`config.mk`:
```
export PLATFORM = sky130hd
export DESIGN_NAME = seq_restoring_divider
export DESIGN_NICKNAME = d
export VERILOG_FILES = /design/src/rtl/div_pkg.sv /design/src/rtl/div_sub_stage.sv /design/src/rtl/seq_restoring_divider.sv
export SDC_FILE = /design/constraint.sdc
export NUM_CORES = 1
export LEC_CHECK = 0
export ABC_CLOCK_PERIOD_IN_PS = 3900
export BUFFER_PORTS_ARGS = -buffer_cell sky130_fd_sc_hd__buf_2
export CAP_MARGIN = 20
export CORE_UTILIZATION = 35
export CTS_CLUSTER_DIAMETER = 100
export DETAILED_ROUTE_END_ITERATION = 12
export PLACE_DENSITY = 0.63
export SETUP_SLACK_MARGIN = 0.2
export SYNTH_ARGS = -nofsm -noshare
export SYNTH_HDL_FRONTEND = slang
export SYNTH_SLANG_ARGS = --single-unit
```
`constraint.sdc`:
```
create_clock -name clk -period 3.9 [get_ports clk]
set_input_delay 0.195 -clock clk [delete_from_list [all_inputs] [get_ports clk]]
set_output_delay 0.195 -clock clk [all_outputs]
set_load 0.01 [all_outputs]
```
`src/rtl/div_pkg.sv`:
```
// Shared definitions for the sequential restoring divider.
//   state_e     : controller states (IDLE, CALC, DONE)
//   DEFAULT_WIDTH : default operand width
//   div_cnt_w() : width of the iteration counter for a given operand width
package div_pkg;

  typedef enum logic [1:0] {
    IDLE = 2'd0,
    CALC = 2'd1,
    DONE = 2'd2
  } state_e;

  localparam int DEFAULT_WIDTH = 4;

  // Counter must be able to hold 0..WIDTH.
  function automatic int div_cnt_w(input int width);
    return $clog2(width + 1);
  endfunction

endpackage

```
`src/rtl/div_sub_stage.sv`:
```
// One restoring shift-subtract step, purely combinational.
// Ports:
//   r_shifted [WIDTH:0]   partial remainder after the left shift (R, Q msb)
//   d         [WIDTH-1:0] divisor
//   r_next    [WIDTH-1:0] remainder after subtract-or-restore
//   q_bit                 quotient bit produced by this step
module div_sub_stage
  import div_pkg::*;
#(
  parameter int WIDTH = DEFAULT_WIDTH
) (
  input  logic [WIDTH:0]   r_shifted,
  input  logic [WIDTH-1:0] d,
  output logic [WIDTH-1:0] r_next,
  output logic             q_bit
);

  logic [WIDTH:0] trial;

  always_comb begin
    // One extra bit so the borrow shows up as the msb.
    trial = r_shifted - {1'b0, d};
    q_bit = ~trial[WIDTH];
    // On a borrow the shifted remainder is kept; it is below d, so it
    // always fits in WIDTH bits.
    r_next = trial[WIDTH] ? r_shifted[WIDTH-1:0] : trial[WIDTH-1:0];
  end

endmodule

```
`src/rtl/seq_restoring_divider.sv`:
```
// Multi-cycle unsigned restoring divider, one quotient bit per clock.
// Ports:
//   clk, rst_n            clock and asynchronous active-low reset
//   start                 request; sampled only while idle
//   dividend, divisor     operands, sampled with an accepted start
//   busy                  high while iterating
//   done                  one-cycle completion pulse
//   quotient, remainder   registered results, held until next completion
//   div_by_zero           set with done when the divisor was zero
// A zero divisor completes on the accepting edge with quotient all ones
// and remainder equal to the dividend.
module seq_restoring_divider
  import div_pkg::*;
#(
  parameter int WIDTH = DEFAULT_WIDTH
) (
  input  logic             clk,
  input  logic             rst_n,
  input  logic             start,
  input  logic [WIDTH-1:0] dividend,
  input  logic [WIDTH-1:0] divisor,
  output logic             busy,
  output logic             done,
  output logic [WIDTH-1:0] quotient,
  output logic [WIDTH-1:0] remainder,
  output logic             div_by_zero
);

  localparam int CNT_W = div_cnt_w(WIDTH);
  localparam logic [CNT_W-1:0] LAST_CNT = CNT_W'(WIDTH - 1);

  state_e           state_q, state_d;
  logic [WIDTH-1:0] dvsr_q, dvsr_d;
  logic [WIDTH-1:0] wq_q, wq_d;
  logic [WIDTH-1:0] r_q, r_d;
  logic [CNT_W-1:0] cnt_q, cnt_d;
  logic             busy_q, busy_d;
  logic             done_q, done_d;
  logic [WIDTH-1:0] quotient_q, quotient_d;
  logic [WIDTH-1:0] remainder_q, remainder_d;
  logic             dbz_q, dbz_d;

  logic [WIDTH:0]   r_shifted;
  logic [WIDTH-1:0] r_next;
  logic             q_bit;
  logic [WIDTH-1:0] wq_next;

  // {R,Q} shifted left as one register pair: R picks up Q's msb.
  assign r_shifted = {r_q, wq_q[WIDTH-1]};
  assign wq_next   = {wq_q[WIDTH-2:0], q_bit};

  div_sub_stage #(
    .WIDTH(WIDTH)
  ) u_sub (
    .r_shifted(r_shifted),
    .d        (dvsr_q),
    .r_next   (r_next),
    .q_bit    (q_bit)
  );

  always_comb begin
    state_d     = state_q;
    dvsr_d      = dvsr_q;
    wq_d        = wq_q;
    r_d         = r_q;
    cnt_d       = cnt_q;
    busy_d      = busy_q;
    done_d      = 1'b0;
    quotient_d  = quotient_q;
    remainder_d = remainder_q;
    dbz_d       = dbz_q;

    case (state_q)
      IDLE: begin
        if (start) begin
          if (divisor == '0) begin
            quotient_d  = '1;
            remainder_d = dividend;
            dbz_d       = 1'b1;
            done_d      = 1'b1;
            state_d     = DONE;
          end else begin
            dvsr_d  = divisor;
            wq_d    = dividend;
            r_d     = '0;
            cnt_d   = '0;
            busy_d  = 1'b1;
            state_d = CALC;
          end
        end
      end

      CALC: begin
        wq_d  = wq_next;
        r_d   = r_next;
        cnt_d = cnt_q + 1'b1;
        if (cnt_q == LAST_CNT) begin
          quotient_d  = wq_next;
          remainder_d = r_next;
          dbz_d       = 1'b0;
          done_d      = 1'b1;
          busy_d      = 1'b0;
          state_d     = DONE;
        end
      end

      DONE: begin
        state_d = IDLE;
      end

      default: begin
        state_d = IDLE;
        busy_d  = 1'b0;
      end
    endcase
  end

  always_ff @(posedge clk or negedge rst_n) begin
    if (!rst_n) begin
      state_q     <= IDLE;
      dvsr_q      <= '0;
      wq_q        <= '0;
      r_q         <= '0;
      cnt_q       <= '0;
      busy_q      <= 1'b0;
      done_q      <= 1'b0;
      quotient_q  <= '0;
      remainder_q <= '0;
      dbz_q       <= 1'b0;
    end else begin
      state_q     <= state_d;
      dvsr_q      <= dvsr_d;
      wq_q        <= wq_d;
      r_q         <= r_d;
      cnt_q       <= cnt_d;
      busy_q      <= busy_d;
      done_q      <= done_d;
      quotient_q  <= quotient_d;
      remainder_q <= remainder_d;
      dbz_q       <= dbz_d;
    end
  end

  assign busy        = busy_q;
  assign done        = done_q;
  assign quotient    = quotient_q;
  assign remainder   = remainder_q;
  assign div_by_zero = dbz_q;

endmodule

```
==> results of run 1 <==
[cells in the final DEF (no fill, tap or decap), drive strengths merged]
master	n
a21oi	9
nor4	1
dlygate4sd3	1
a32o	2
xnor2	2
and4b	3
inv	8
ha	6
o211ai	1
o22ai	1
bufinv	1
fa	1
dfrtp	28
o22a	1
mux2	1
nand3b	1
xor2	1
mux2i	1
a22o	1
nor2	21
buf	21
nand3	5
o21ai	6
a311oi	2
o21a	1
nand2	20
clkbuf	3
nand2b	4
a41oi	1
o2bb2ai	2
a21o	2
or3	2
nor3	2
a31oi	7
nor2b	1
[Yosys cell counts]
library cell / n
xor2_1: 1
a41oi_1: 1
a32o_1: 2
fa_1: 1
o211ai_1: 1
a31oi_1: 7
nand3b_1: 1
nand2b_1: 4
nor3_1: 1
dfrtp_1: 28
o21a_1: 1
o22ai_1: 1
nor3_2: 1
or3_1: 2
nor2_1: 21
o2bb2ai_1: 1
buf_4: 1
a21o_1: 2
mux2_2: 1
nand3_1: 5
nor2b_2: 1
mux2i_1: 1
and4b_1: 3
nor4_1: 1
ha_1: 6
a21oi_1: 9
buf_2: 5
o2bb2ai_2: 1
o22a_1: 1
nand2_1: 20
o21ai_1: 1
a22o_1: 1
a311oi_1: 2
clkbuf_1: 1
inv_1: 8
xnor2_1: 2
o21ai_0: 5
[registers in the layout, indices dropped and copies added, names as in the netlist]
name / cells
quotient: 4
state_q: 2
done: 1
div_by_zero: 1
wq_q: 4
dvsr_q: 4
busy: 1
remainder: 4
cnt_q: 3
r_q: 4
[critical path, stage by stage (launching register included)]
cell,delay [ps]
dfrtp_1,370
inv_1,60
ha_1,200
fa_1,390
nand2b_1,170
o2bb2ai_2,200
xnor2_1,380
nand2b_1,190
a41oi_1,120
[kinds of logic after synthesis]
| logic type | after synthesis | share of synthesized area |
|---|---|---|
| XOR/XNOR | 3 | 0.0183 |
| AO/OA/AOI/OAI | 36 | 0.169 |
| flip-flops | 28 | 0.488 |
| multiplexers | 2 | 0.0148 |
| buffers and inverters | 15 | 0.0462 |
| AND/OR/NAND/NOR | 60 | 0.198 |
| adder cells (fa/ha/maj) | 7 | 0.0662 |
[layer usage]
layer,track usage,vias up,part of all wire
met5,0,-,0
met4,0.0426,0,0.0061
met3,0.0293,2,0.048
met2,0.254,30,0.49
met1,0.189,561,0.45
li1,-,562,-
[layout make-up]
type / instances / area, um2
inverter: 8 / 30.0
tap: 48 / 60.1
clock inverter: 1 / 30.0
fill: 376 / 2150
clock buffer: 3 / 41.3
timing repair buffer: 22 / 115
sequential: 28 / 701
multi-input combinational: 108 / 669
[how the worst max path moves through the flow]
stage | slack (ps) | end | from
after floorplan | 1860 | remainder[1] | wq_q[3]
after global placement | 1690 | remainder[3] | wq_q[3]
after detailed placement | 1650 | remainder[3] | wq_q[3]
final | 1650 | remainder[3] | wq_q[3]
after CTS | 1620 | remainder[3] | wq_q[3]
after global routing | 1490 | remainder[3] | wq_q[3]
[metrics by stage]
step / cells / util / setup WS [ps] / total power, mW
after global placement: 213 / 0.412 / 1690 / 1.32
after global routing: 218 / 0.433 / 1490 / 1.73
after floorplan: 151 / - / 1860 / 1.15
after detailed placement: 213 / 0.412 / 1650 / 1.36
after CTS: 218 / 0.433 / 1620 / 1.59
final: 218 / 0.433 / 1650 / 1.58
[power by group through the flow]
stage                     combinational, mW  clock (mW)  sequential, mW
after CTS                             0.835       0.234           0.526
final                                 0.829       0.230           0.526
after floorplan                       0.621           0           0.532
after global routing                  0.942       0.244           0.542
after detailed placement              0.824           0           0.531
after global placement                0.799           0           0.526
==> run_results.csv, run 1 <==
group,metric,value,unit
floorplanning,dieArea,4360,um2
setup_path,ff2ff_path_depth,8,
grt,grt_pass1_wl,5.00,mm
clock_network,cts-root-buf,"clkbuf_8",
clock_network,cts_resized,0,
detailed_routing,dr.pass1.iters,4,
grt,antenna_found_initial,0,
sta,slew_headroom,0.409,
min_path,min_path_cells,3,
clock_network,cts_num_sinks,28,
detailed_routing,antenna_left,0,
yosys,ys_top_cells_by_area,"dfrtp_1, nor2_1, ha_1",
setup_path,r2r_slack,1650,ps
yosys,syn_inst,151,
yosys,yosysSeqAreaShare,0.488,
sta,worst_pin_slew,887,ps
yosys,ys_seq_elements,28,
min_path,hp-start,"divisor[3]",
min_path,hold_path_end,"dvsr_q[3]",
pwr,power.leakage,0.753,nW
cells_and_area,syn2layout_area_growth,14.6,%
sta,fmax,0.444,GHz
pwr,power_frac_clock,0.145,
pwr,combPwrFrac,0.523,
clock_network,cts_tree,"done",
yosys,synth_fp_nets,169,
sta,final_hold_viol_count,0,
clock_network,ctsHoldBuffers,1,
yosys,synth_top_area_share,0.488,
setup_path,cp.required,4010,ps
setup_path,r2r-end,"remainder[3]",
clock_network,post-cts-setup-buffers,0,
pwr,p_switching,0.680,mW
grt,grt_max_degree,29,
clock_network,insertion_delay,270,ps
min_path,worstHoldPathType,"in2reg",
cells_and_area,fin_nets,189,
setup_path,end_kind,"register",
detailed_routing,vias,1155,
sta,min_period_over_period,0.577,
placement,place_congestion,0.764,
pwr,pwr-share-seq,0.332,
setup_path,critPathKind,"reg2reg",
detailed_routing,routed_wl,2.96,mm
floorplanning,coreArea,3800,um2
setup_path,crit_fanout,10,
sta,tns,0,ps
outcome,status,"complete, no violations",
sta,rsz0062_at_grt,"no",
yosys,yosys_warnings,0,
sta,setup_viol,0,
grt,gr-usage-all-layers,0.149,
floorplanning,core.rowCount,22,
clock_network,cts_buffers,3,
pwr,power.internal,0.905,mW
setup_path,r2r-start,"wq_q[3]",
yosys,avgSynthCellArea,9.51,um2
pwr,power.density,962,nW/um2
grt,overflow,0,
yosys,synth_top_cell_by_area,"dfrtp_1",
sta,period_minus_slack,2250,ps
clock_network,clk_pin_slew,100,ps
sta,maxSlewViolCount,0,
floorplanning,io-pin-count,22,
yosys,synth_area,1440,um2
floorplanning,die_x,66.1,um
setup_path,cp.arrival,2360,ps
sta,skew,1.96,ps
clock_network,cts.path.max_buffers,2,
detailed_routing,drcViolationCount,0,
cells_and_area,drive_above_1_share,0.171,
floorplanning,die_h,66.1,um
sta,hold_ws,132,ps
yosys,synth.distinct_cells,37,
run,max_cap_violations,0,
detailed_routing,detail_route.vias_per_cell,5.30,
cells_and_area,antenna_cells,0,
detailed_routing,wl_per_cell,13.6,um
pwr,vdd_drop_max,540,uV
pwr,switching_share,0.429,
placement,portBuffers,21,
placement,postPlaceCellArea,1570,um2
grt,first_global_vias,1117,
clock_network,cts_max_level,1,
cells_and_area,fin_area,1650,um2
floorplanning,start_util,0.378,
placement,place_hpwl,2.16,mm
setup_path,cp-start-kind,"register",
detailed_routing,drt_iter0_markers,58,
(Power assumes the default switching activity.)
==> run 2: changes to the inputs <==
--- a/config.mk
+++ b/config.mk
@@ -5,13 +5,13 @@
 export SDC_FILE = /design/constraint.sdc
 export NUM_CORES = 1
 export LEC_CHECK = 0
-export ABC_CLOCK_PERIOD_IN_PS = 3900
+export ABC_CLOCK_PERIOD_IN_PS = 1850
 export BUFFER_PORTS_ARGS = -buffer_cell sky130_fd_sc_hd__buf_2
 export CAP_MARGIN = 20
 export CORE_UTILIZATION = 35
 export CTS_CLUSTER_DIAMETER = 100
 export DETAILED_ROUTE_END_ITERATION = 12
-export PLACE_DENSITY = 0.63
+export PLACE_DENSITY = 0.65
 export SETUP_SLACK_MARGIN = 0.2
 export SYNTH_ARGS = -nofsm -noshare
 export SYNTH_HDL_FRONTEND = slang
==> constraint.sdc (replaced) <==
create_clock -name clk -period 1.85 [get_ports clk]
set_input_delay 0.0925 -clock clk [delete_from_list [all_inputs] [get_ports clk]]
set_output_delay 0.0925 -clock clk [all_outputs]
set_load 0.01 [all_outputs]
==> run 2 against run 1 <==
The flow now finishes with violations (negative setup slack). Global-route usage rose by 2.6 points. Combinational power rose to 3.0 times the previous value. Clock power grew 110%. Count of clock-buffer cells in the layout unchanged. Sequential power rose by 110%. Sequential cell count unchanged. Power rose to 2.6 times the previous value. Highest routed layer unchanged.
==> run_results.csv, run 2 (synthesized netlist as in run 1, its figures left out) <==
group,metric,value,unit
pwr,power.density,2200,nW/um2
detailed_routing,dr.pass1.iters,4,
clock_network,cts_num_sinks,28,
clock_network,cts_buffers,3,
detailed_routing,routed_wl,3.54,mm
cells_and_area,fillCellCount,352,
sta,worst_pin_slew,629,ps
setup_path,crit_fanout,5,
pwr,fin_total_pwr,4.08,mW
placement,pre_cts_ws,-161,ps
grt,grt_pass1_wl,5.65,mm
clock_network,insertion_delay,270,ps
grt,overflow,0,
floorplanning,die_x,66.1,um
cells_and_area,syn2layout_area_growth,28.9,%
setup_path,critPathKind,"reg2reg",
sta,maxSlewViolCount,0,
detailed_routing,vias,1235,
clock_network,cts_tree,"done",
clock_network,cts-root-buf,"clkbuf_8",
placement,portBuffers,21,
detailed_routing,detail_route.vias_per_cell,5.30,
cells_and_area,antenna_cells,0,
sta,rsz0062_at_grt,"yes",
setup_path,cp.arrival,2170,ps
floorplanning,core.rowCount,22,
sta,fmax,0.494,GHz
pwr,power.leakage,0.857,nW
setup_path,r2r_slack,-170,ps
cells_and_area,fin_nets,204,
clock_network,clk_pin_slew,100,ps
setup_path,r2r-start,"wq_q[3]",
pwr,vdd_drop_max,613,uV
min_path,hp-start,"divisor[3]",
placement,place_congestion,0.776,
detailed_routing,drcViolationCount,0,
setup_path,cp-start-kind,"register",
grt,antenna_found_initial,0,
sta,skew,3.25,ps
outcome,violations,"negative setup slack",
setup_path,ff2ff_path_depth,8,
detailed_routing,wl_per_cell,15.2,um
grt,first_global_vias,1227,
sta,slew_headroom,0.581,
sta,final_hold_viol_count,0,
sta,worst_slack,-175,ps
cells_and_area,regArea,701,um2
floorplanning,io-pin-count,22,
clock_network,cts_max_level,1,
outcome,status,"complete, but fails checks",
clock_network,cts.path.max_buffers,2,
cells_and_area,fin_area,1850,um2
sta,hold_ws,47.4,ps
cells_and_area,final_cell_mix,"dfrtp_1, nor2_1, buf_2",
grt,gr-usage-all-layers,0.175,
floorplanning,coreArea,3800,um2
run,max_cap_violations,0,
floorplanning,dieArea,4360,um2
min_path,worstHoldPathType,"in2reg",
sta,period_minus_slack,2020,ps
min_path,hold_path_end,"dvsr_q[3]",
floorplanning,die_h,66.1,um
setup_path,end_kind,"register",
detailed_routing,antenna_left,0,
cells_and_area,final_common_cell,"dfrtp_1",
grt,grt_max_degree,29,
cells_and_area,multi_input_area,769,um2
placement,place_hpwl,2.55,mm
placement,postPlaceCellArea,1710,um2
sta,min_period_over_period,1.09,
sta,setup_viol,10,
setup_path,cp.required,2000,ps
floorplanning,start_util,0.378,
setup_path,r2r-end,"remainder[1]",
detailed_routing,drt_iter0_markers,64,
cells_and_area,drive_above_1_share,0.303,
min_path,min_path_cells,3,
-- run 2: cell types whose count changed in the layout (fill, tap and decap cells not counted), sizes merged --
| cell | previous run | this run |
|---|---|---|
| buf | 21 | 35 |
| o2bb2ai | 2 | 3 |
-- run 2: final cells by class --
class | count | area share
Multi-Input combinational cell | 109 | 0.416
Sequential cell | 28 | 0.378
Timing Repair Buffer | 36 | 0.119
Tap cell | 48 | 0.0324
Clock buffer | 3 | 0.0223
Clock inverter | 1 | 0.0162
Inverter | 8 | 0.0162
-- run 2: worst max-delay path by stage --
stage | cells after the start | slack (ps) | from | to
final | 8 | -170 | wq_q[3] | remainder[1]
after global routing | 7 | -240 | dvsr_q[0] | remainder[1]
after CTS | 8 | -140 | wq_q[3] | remainder[1]
after detailed placement | 8 | -160 | wq_q[3] | remainder[1]
after global placement | 8 | -80 | wq_q[3] | remainder[3]
after floorplan | 8 | -50 | wq_q[3] | remainder[1]
-- run 2: worst max-delay path, stage by stage, from the launching register on --
cell and delay, ps:
dfrtp_1 360, inv_1 60, ha_2 180, fa_2 370, nand2b_4 170, o2bb2ai_4 180, and4b_1 220, a311oi_2 220
a31oi_1 130
-- run 2: repair_timing --
item | 4_1_cts | 5_1_grt
hold endpoints to repair | 28 | 0
setup endpoints to repair | 11 | 12
gates resized for setup | 2 | 4
gates cloned | 1 | 0
buffers inserted | 1 | 0
pin swaps | 2 | 1
hold buffers | 1 | 0
-- run 2: routing by layer --
layer  wire [um]  up-vias  track usage  part of all wire
li1            -      597            -                 -
met4          37        0       0.0399             0.010
met3          80        4       0.0259             0.023
met5           0        -            0                 0
met2        1900       15        0.320              0.54
met1        1520      619        0.214              0.43
-- run 2: where the power goes --
| group | internal (mW) | leakage (nW) | total [mW] | switching (mW) |
|---|---|---|---|---|
| clock | 0.290 | 0.0357 | 0.483 | 0.193 |
| combinational | 1.18 | 0.490 | 2.48 | 1.30 |
| sequential | 0.903 | 0.331 | 1.12 | 0.220 |
| total | 2.37 | 0.857 | 4.08 | 1.71 |
-- run 2: per-stage QoR --
stage | std cells | setup TNS, ps | utilization
after floorplan | 151 | -140 | -
after global placement | 226 | -365 | 0.451
after detailed placement | 226 | -1090 | 0.451
after CTS | 233 | -957 | 0.480
after global routing | 233 | -1660 | 0.487
final | 233 | -1020 | 0.487
==> run 3: changes to the inputs <==
--- a/config.mk
+++ b/config.mk
@@ -5,13 +5,13 @@
 export SDC_FILE = /design/constraint.sdc
 export NUM_CORES = 1
 export LEC_CHECK = 0
-export ABC_CLOCK_PERIOD_IN_PS = 1850
+export ABC_CLOCK_PERIOD_IN_PS = 2400
 export BUFFER_PORTS_ARGS = -buffer_cell sky130_fd_sc_hd__buf_2
 export CAP_MARGIN = 20
 export CORE_UTILIZATION = 35
 export CTS_CLUSTER_DIAMETER = 100
 export DETAILED_ROUTE_END_ITERATION = 12
-export PLACE_DENSITY = 0.65
+export PLACE_DENSITY = 0.63
 export SETUP_SLACK_MARGIN = 0.2
 export SYNTH_ARGS = -nofsm -noshare
 export SYNTH_HDL_FRONTEND = slang
==> constraint.sdc (replaced) <==
create_clock -name clk -period 2.4 [get_ports clk]
set_input_delay 0.12 -clock clk [delete_from_list [all_inputs] [get_ports clk]]
set_output_delay 0.12 -clock clk [all_outputs]
set_load 0.01 [all_outputs]
==> run 3 against run 2 <==
Via count down 3.6%. Hold slack improved by 19 ps. Highest routed layer unchanged. Count of clock-buffer cells in the layout unchanged. Worst setup slack improved by 500 ps. Final area is 8.5% lower. Maximum frequency is 2.4% lower. First-iteration DRC count is 1.6% lower. Clock skew is 0.86 ps lower. The run now ends clean.
==> run_results.csv, run 3 (synthesized netlist as in run 1, its figures left out) <==
group,metric,value,unit
pwr,power.density,1580,nW/um2
setup_path,cp.arrival,2200,ps
clock_network,cts.path.max_buffers,2,
sta,hold_ws,66.9,ps
detailed_routing,routed_wl,3.19,mm
setup_path,end_kind,"register",
sta,skew,2.40,ps
placement,dp.cells,214,
cells_and_area,syn2layout_area_growth,17.9,%
grt,antenna_found_initial,0,
setup_path,cp.required,2530,ps
cells_and_area,final_cells,221,
sta,period_minus_slack,2070,ps
clock_network,cts_max_level,1,
grt,first_global_vias,1209,
cells_and_area,fin_area,1690,um2
pwr,power.leakage,0.774,nW
sta,final_hold_viol_count,0,
sta,tns,0,ps
placement,portBuffers,21,
floorplanning,io-pin-count,22,
cells_and_area,final_cell_mix,"dfrtp_1, nor2_1, buf_2",
clock_network,cts-root-buf,"clkbuf_8",
detailed_routing,wl_per_cell,14.4,um
sta,min_period_over_period,0.864,
setup_path,cp-start-kind,"register",
grt,grt_pass1_wl,5.44,mm
outcome,status,"complete, no violations",
placement,postPlaceCellArea,1570,um2
detailed_routing,vias,1191,
sta,setup_viol,0,
sta,slew_headroom,0.405,
sta,worst_pin_slew,892,ps
pwr,vdd_drop_max,685,uV
pwr,fin_total_pwr,2.68,mW
sta,rsz0062_at_grt,"no",
clock_network,cts_tree,"done",
floorplanning,start_util,0.378,
floorplanning,core.rowCount,22,
cells_and_area,antenna_cells,0,
detailed_routing,drt_iter0_markers,63,
detailed_routing,detail_route.vias_per_cell,5.39,
setup_path,crit_fanout,9,
grt,grt_max_degree,29,
floorplanning,dieArea,4360,um2
sta,fmax,0.482,GHz
grt,gr-usage-all-layers,0.166,
floorplanning,coreArea,3800,um2
floorplanning,die_x,66.1,um
placement,place_hpwl,2.32,mm
sta,maxSlewViolCount,0,
floorplanning,die_h,66.1,um
clock_network,insertion_delay,270,ps
clock_network,cts_buffers,3,
detailed_routing,drcViolationCount,0,
run,max_cap_violations,0,
cells_and_area,drive_above_1_share,0.220,
clock_network,cts_num_sinks,28,
detailed_routing,antenna_left,0,
cells_and_area,final_common_cell,"dfrtp_1",
cells_and_area,fillCellCount,380,
detailed_routing,dr.pass1.iters,6,
min_path,worstHoldPathType,"in2reg",
placement,place_congestion,0.792,
clock_network,clk_pin_slew,90,ps
setup_path,critPathKind,"reg2reg",
cells_and_area,fin_nets,193,
grt,overflow,0,
## run 3: critical path: stages (launching register included)
cell and delay (ps):
dfrtp_1 400, ha_1 230, fa_2 360, nand2b_4 160, o2bb2ai_4 170, and4b_1 250
a311oi_2 230, a31oi_1 120
## run 3: path summary, 6_finish.rpt
check                             from      endpoint  slack [ps]  cells past startpoint
setup / recovery             dvsr_q[0]  remainder[0]         330                      7
hold / removal              divisor[1]     dvsr_q[1]          70                      3
setup reg to reg             dvsr_q[0]  remainder[0]         330                      7
hold reg to reg            div_by_zero   div_by_zero         490                      1
max in group asynchronous        rst_n   quotient[2]        1600                      2
min in group asynchronous        rst_n    state_q[0]         400                      2
## run 3: per-stage QoR
stage | utilization | setup slack (ps)
after floorplan | - | 360
after detailed placement | 0.414 | 159
after global placement | 0.414 | 253
final | 0.446 | 326
after CTS | 0.438 | 165
after global routing | 0.446 | 198
## run 3: metal layers
layer / wire, um / up-vias / GRT usage / part of all wire
li1: - / 577 / - / -
met1: 1420 / 587 / 0.209 / 0.44
met2: 1590 / 18 / 0.273 / 0.50
met3: 111 / 9 / 0.0379 / 0.035
met4: 65 / 0 / 0.0691 / 0.020
met5: 0 / - / 0 / 0
## run 3: what timing repair did
item	4_1_cts	5_1_grt
setup buffers	1	2
endpoints found under the setup margin	6	7
hold buffers	1	0
gates resized for setup	4	3
endpoints found under the hold margin	28	0
pin swaps	0	3
## run 3: final cells by class
class	count	area (um2)	share of cell area
Clock buffer	3	41.3	0.0244
Inverter	8	30.0	0.0177
Multi-Input combinational cell	108	717	0.423
Sequential cell	28	701	0.414
Tap cell	48	60.1	0.0355
Timing Repair Buffer	26	145	0.0857
## run 3: report_power, final
group	switching (mW)	internal (mW)
Clock	0.136	0.113
Sequential	0.167	0.696
Combinational	0.869	0.697
